===== config.mk =====
export PLATFORM = sky130hd
export DESIGN_NAME = pix_bitplane_tx
export DESIGN_NICKNAME = d
export VERILOG_FILES = /design/src/rtl/pix_bitplane_tx.sv
export SDC_FILE = /design/constraint.sdc
export NUM_CORES = 1
export LEC_CHECK = 0
export ABC_AREA = 1
export BUFFER_PORTS_ARGS = -buffer_cell sky130_fd_sc_hd__buf_2
export CORE_UTILIZATION = 42
export DETAILED_ROUTE_END_ITERATION = 7
export PLACE_DENSITY = 0.72
export SYNTH_ARGS = -nofsm -noshare
export SYNTH_HDL_FRONTEND = slang
export SYNTH_SLANG_ARGS = --single-unit
export TNS_END_PERCENT = 1

===== constraint.sdc =====
create_clock -name sys_clk -period 4.7 [get_ports sys_clk]
set_clock_uncertainty 0.05 [all_clocks]
set_input_delay 0.94 -clock sys_clk [delete_from_list [all_inputs] [get_ports sys_clk]]
set_output_delay 0.94 -clock sys_clk [all_outputs]
set_load 0.02 [all_outputs]

===== src/rtl/pix_bitplane_tx.sv =====
// rtl/pix_bitplane_tx.sv - streams a square picture as LSB-first bit-plane beats
// Each pixel is fetched from memory and sent as 8 replicated-bit words with idle gaps and ready handshake.
module pix_bitplane_tx #(
    parameter int DW       = 128,
    parameter int AW       = 10,
    parameter int BEAT_GAP = 5
) (
    input  logic          sys_clk,
    input  logic          SYS_NRST,
    input  logic          START,
    input  logic [7:0]    PIC_SIZE,
    input  logic [AW-1:0] RADDR_START,
    output logic [AW-1:0] PIX_RADDR,
    output logic          PIX_REN,
    input  logic [7:0]    PIX_RDATA,
    output logic [DW-1:0] DATA,
    output logic          DATA_VLD,
    output logic          DATA_SOP,
    output logic          DATA_HSYNC,
    input  logic          WREADY,
    output logic          BUSY,
    output logic          DONE,
    output logic          ERR
);

    localparam int GW = (BEAT_GAP > 1) ? $clog2(BEAT_GAP) : 1;
    localparam logic [GW-1:0] GAP_LOAD = GW'((BEAT_GAP > 0) ? BEAT_GAP - 1 : 0);

    typedef enum logic [3:0] {
        IDLE, SOP, SOPGAP, RD, RDW, GAP, WAITRDY, BEAT, HSYNC, FIN
    } state_t;

    // With no gap configured the fetch goes straight to the ready wait.
    localparam state_t FETCH_NEXT = (BEAT_GAP == 0) ? WAITRDY : GAP;

    state_t        state;
    logic [7:0]    size;
    logic [7:0]    x;
    logic [7:0]    y;
    logic [2:0]    bit_idx;
    logic [7:0]    pix;
    logic [AW-1:0] row_addr;
    logic [GW-1:0] gap_cnt;
    logic          wrdy_q;

    logic [7:0]    last;
    logic [7:0]    x_nxt;
    logic [2:0]    bit_nxt;

    always_comb begin
        last    = size - 8'd1;
        x_nxt   = x + 8'd1;
        bit_nxt = bit_idx + 3'd1;
    end

    // row_addr tracks RADDR_START + y*size so no multiplier is needed.
    always_ff @(posedge sys_clk or posedge SYS_NRST) begin
        if (SYS_NRST) begin
            state      <= IDLE;
            size       <= '0;
            x          <= '0;
            y          <= '0;
            bit_idx    <= '0;
            pix        <= '0;
            row_addr   <= '0;
            gap_cnt    <= '0;
            wrdy_q     <= 1'b0;
            PIX_RADDR  <= '0;
            PIX_REN    <= 1'b0;
            DATA       <= '0;
            DATA_VLD   <= 1'b0;
            DATA_SOP   <= 1'b0;
            DATA_HSYNC <= 1'b0;
            BUSY       <= 1'b0;
            DONE       <= 1'b0;
            ERR        <= 1'b0;
        end else begin
            DATA_SOP   <= 1'b0;
            DATA_HSYNC <= 1'b0;
            DATA_VLD   <= 1'b0;
            PIX_REN    <= 1'b0;
            DONE       <= 1'b0;
            ERR        <= 1'b0;
            wrdy_q     <= WREADY;
            case (state)
                IDLE: begin
                    if (START) begin
                        if (PIC_SIZE >= 8'd3) begin
                            size     <= PIC_SIZE;
                            row_addr <= RADDR_START;
                            x        <= '0;
                            y        <= '0;
                            bit_idx  <= '0;
                            BUSY     <= 1'b1;
                            DATA_SOP <= 1'b1;
                            state    <= SOP;
                        end else begin
                            ERR <= 1'b1;
                        end
                    end
                end
                SOP: begin
                    if (BEAT_GAP == 0) begin
                        PIX_REN   <= 1'b1;
                        PIX_RADDR <= row_addr;
                        state     <= RD;
                    end else begin
                        gap_cnt <= GAP_LOAD;
                        state   <= SOPGAP;
                    end
                end
                SOPGAP: begin
                    if (gap_cnt == '0) begin
                        PIX_REN   <= 1'b1;
                        PIX_RADDR <= row_addr;
                        state     <= RD;
                    end else begin
                        gap_cnt <= gap_cnt - 1'b1;
                    end
                end
                RD: state <= RDW;
                RDW: begin
                    pix     <= PIX_RDATA;
                    DATA    <= {DW{PIX_RDATA[bit_idx]}};
                    gap_cnt <= GAP_LOAD;
                    state   <= FETCH_NEXT;
                end
                GAP: begin
                    if (gap_cnt == '0) state <= WAITRDY;
                    else gap_cnt <= gap_cnt - 1'b1;
                end
                WAITRDY: begin
                    if (wrdy_q) begin
                        DATA_VLD <= 1'b1;
                        state    <= BEAT;
                    end
                end
                BEAT: begin
                    if (bit_idx != 3'd7) begin
                        bit_idx <= bit_nxt;
                        DATA    <= {DW{pix[bit_nxt]}};
                        gap_cnt <= GAP_LOAD;
                        state   <= FETCH_NEXT;
                    end else begin
                        bit_idx <= '0;
                        if (x == last) begin
                            DATA_HSYNC <= 1'b1;
                            state      <= HSYNC;
                        end else begin
                            x         <= x_nxt;
                            PIX_REN   <= 1'b1;
                            PIX_RADDR <= row_addr + AW'(x_nxt);
                            state     <= RD;
                        end
                    end
                end
                HSYNC: begin
                    if (y == last) begin
                        DONE  <= 1'b1;
                        state <= FIN;
                    end else begin
                        x         <= '0;
                        y         <= y + 8'd1;
                        row_addr  <= row_addr + AW'(size);
                        PIX_REN   <= 1'b1;
                        PIX_RADDR <= row_addr + AW'(size);
                        state     <= RD;
                    end
                end
                FIN: begin
                    BUSY  <= 1'b0;
                    state <= IDLE;
                end
                default: state <= IDLE;
            endcase
        end
    end

endmodule


==> out/qor.csv <==
stage,metric,value,unit
logic_synthesis,area fraction of the dominant cell type after synthesis,29.6,%
clock_tree,# hold bufs at CTS,0,
logic_synthesis,"EDFF count, synth",0,
timing,Worst Tran Pin Value,926,ps
timing,max-slew violations,0,
critical_path,WP data arrival,2970,ps
clock_tree,H-tree levels,3,
logic_synthesis,sequential cell area fraction in the yosys report,29.6,%
critical_path,"CP delay by family, top",simple AND/OR/NAND/NOR gates,
pwr,Power Dens Cells,774,nW/um2
die,Ports,175,
timing,Max Fclk,359,MHz
critical_path,"slowest stage delay, CP",400,ps
logic_synthesis,register bit total from synthesis,71,
timing,post-route setup TNS,0,ps
die,chip width,121,um
grt,all-layer global routing usage,20.6,%
timing,Finish-stage setup viols,0,
layout,layout cell share with drive strength beyond 1,26.7,%
timing,unrepaired setup endpoints after global routing,no,
clock_tree,CTS root buffer,clkbuf_16,
critical_path,endpoint type of the worst setup path,flop,
layout,synth-to-layout area growth,7.05,%
clock_tree,Num CTS Buffers,9,
grt,largest net degree at the start of global routing,129,
drt,DRT antenna net count,0,
drt,DRT Wirelength,14500,um
critical_path,worst path bufs/invs,2,
timing,final worst path period share,59.2,%
hold_path,hold crit path type,reg -> reg,
drt,Avg WL per Cell,13.5,um
die,die area,14800,um2
grt,vias in the first global route,4504,
logic_synthesis,"Avg Cell Area, Syn",7.15,um2
logic_synthesis,async set or reset register ratio after synthesis,100,%
logic_synthesis,net count after synthesis,893,
clock_tree,clock latency on the worst-skew pair,350,ps
timing,Fin Hold WS,415,ps
logic_synthesis,Synth top cells by count,"219 x nand2_1, 129 x buf_4, 87 x inv_1",
timing,Final Hold Fails,0,
clock_tree,CTS tree,built,
die,Core Footprint,13900,um2
placement,number of port buffers,174,
drt,initial DRC count,314,
drt,first drt pass iteration count,5,
logic_synthesis,ranking of synthesized cells by area,"dfrtp_1 30%, buf_4 16%, nand2_1 14%",
logic_synthesis,most common cell in the synthesized netlist,nand2_1,
logic_synthesis,warnings from Yosys,0,
clock_tree,clock slew at reported path FFs,60,ps
critical_path,CP Data Required Time,4890,ps
grt,initial antenna violation count,0,
clock_tree,CTS resizes,0,
grt,first-pass GRT wire length,23000,um
pwr,Leak Pwr,3.50,nW
drt,vias post-DR,5274,
layout,# nets final,941,
critical_path,CP cell instances,"inv_1, nor3_1, nand3_1, nor3_1, xor2_1, inv_1, ha_1, nand2_1, nor2_1, nand3_1, nand3_1, nand2_1, o21ai_0, nand2_1, nand2_1, nand2_1",
die,Initial Utilization,43.2,%
critical_path,"most used cell, CP",nand2_1,
placement,RD Place Congestion,0.922,
critical_path,highest net fanout along the worst path,4,
drt,DRC,0,
flow_run,number of max-cap violations,0,
clock_tree,clock buffer depth,2,
logic_synthesis,prevailing post-synth register cell,dfrtp_1,
critical_path,WS Path Type,reg -> reg,
critical_path,Setup crit start kind,flop,
logic_synthesis,cell count after synthesis,838,
logic_synthesis,Yosys top cell by area,dfrtp_1,
die,Std-Cell Rows,43,
die,Die H,121,um
placement,DP Wirelength,11300,um
timing,slew margin rel.,38.2,%
clock_tree,clk sinks,71,
critical_path,Worst path slowest cell,dfrtp_1,
logic_synthesis,Netlist cell types,43,
timing,min Tclk post-route,2780,ps
clock_tree,setup bufs post-CTS,0,
run_status,outcome,completed,
pwr,Max VDD drop,0.298,mV
logic_synthesis,mapped cell area,5990,um2
grt,GRT overflow,0,
drt,post-DR vias/cell,4.92,
==> final cells by class <==
cell class | instances | area, um2
flip-flops and latches | 71 | 1780
well taps | 180 | 225
fillers | 1416 | 7460
diodes | 1 | 2.50
inverters | 95 | 362
clock inverters | 7 | 121
clock buffers | 9 | 225
repair buffers | 176 | 886
multi-input cells | 533 | 2820
==> worst paths after layout <==
check | from | to | slack [ps] | cells after the start
min in group asynchronous | SYS_NRST | bit_idx[1]$_DFFE_PP0P_ | 740 | 2
worst max register to register | x[0]$_DFFE_PP0P_ | PIX_RADDR[9]$_DFFE_PP0P_ | 1920 | 16
worst min register to register | pix[3]$_DFFE_PP0P_ | pix[3]$_DFFE_PP0P_ | 410 | 2
worst max-delay path | x[0]$_DFFE_PP0P_ | PIX_RADDR[9]$_DFFE_PP0P_ | 1920 | 16
worst min-delay path | pix[3]$_DFFE_PP0P_ | pix[3]$_DFFE_PP0P_ | 410 | 2
max in group asynchronous | SYS_NRST | row_addr[8]$_DFFE_PP0P_ | 2930 | 3
==> per-stage QoR <==
stage	instances	power [mW]	cell area (um2)	util, %	worst slack [ps]
6_report	1072	4.97	6420	46.2	1920
5_1_grt	1071	5.43	6410	46.2	1610
4_1_cts	1071	4.98	6410	46.2	1960
3_5_place_dp	1055	4.16	6070	43.7	1850
3_3_place_gp	1055	4.14	6070	43.7	1870
2_1_floorplan	838	4.08	5990	-	969
==> cell usage in the layout (no fill, tap or decap), types with 2 or more instances in the layout <==
cell type | Yosys | final
dfrtp_1 | 71 | 70
buf_2 | 1 | 174
ha_1 | 23 | 23
o211ai_1 | 3 | 3
inv_1 | 87 | 86
o221ai_1 | 2 | 2
o21bai_1 | 10 | 10
xor2_1 | 12 | 12
nand3_2 | 4 | 4
or2_2 | 3 | 3
nor2_1 | 43 | 43
o22ai_1 | 2 | 2
clkbuf_16 | 0 | 9
nand3_1 | 65 | 65
nor2_2 | 8 | 8
buf_4 | 129 | 2
a21o_1 | 2 | 2
a21oi_1 | 24 | 24
clkinv_4 | 0 | 3
fa_1 | 2 | 2
o21ai_0 | 45 | 45
bufinv_16 | 0 | 3
nor3_1 | 11 | 11
o21ai_2 | 10 | 10
nand4_1 | 21 | 21
nor2_4 | 3 | 3
a31oi_1 | 3 | 3
inv_2 | 6 | 7
nand2_1 | 219 | 219
nor4_1 | 2 | 2
nand2_2 | 7 | 7
==> worst register-to-register path: cells and delay by family, from the launching register on <==
kind | cells | cell delay, ps
flops | 1 | 400
xor+xnor | 1 | 170
fa+ha+maj | 1 | 320
buf+inv | 2 | 230
simple gates | 11 | 1310
compound gates | 1 | 180
==> kinds of logic (layout without fill, tap and decap cells) <==
kind of cell,after synthesis,in the layout,synth area share [%]
buffers and inverters,234,287,23.4
adders and majority gates,25,25,5.47
and+or+nand+nor,388,388,29.0
AOI/OAI and AO/OA,108,108,10.8
DFF,71,71,29.6
xor gates and xnor gates,12,12,1.75
other,0,1,0
==> flip-flops by register name, indices dropped and copies added, names as in the netlist, 3 cells and up <==
name       flops
y              8
x              8
bit_idx        3
size           8
gap_cnt        3
state          4
PIX_RADDR     10
row_addr      10
pix            8
==> per-layer routing <==
metal  GRT usage [%]  vias to the layer above  share of wire [%]
met5               0                        -                  0
met4            8.72                        0                2.7
met3            5.55                       31                6.8
met2            32.2                      200                 46
met1            26.5                     2357                 44
li1                -                     2686                  -
==> power by group <==
group          internal, mW  switching, mW  total [mW]
logic                 0.963           2.11        3.08
clock network         0.520          0.286       0.806
registers             0.822          0.262        1.08
total                  2.30           2.66        4.97
No activity file was read; power rests on OpenSTA's default activity.
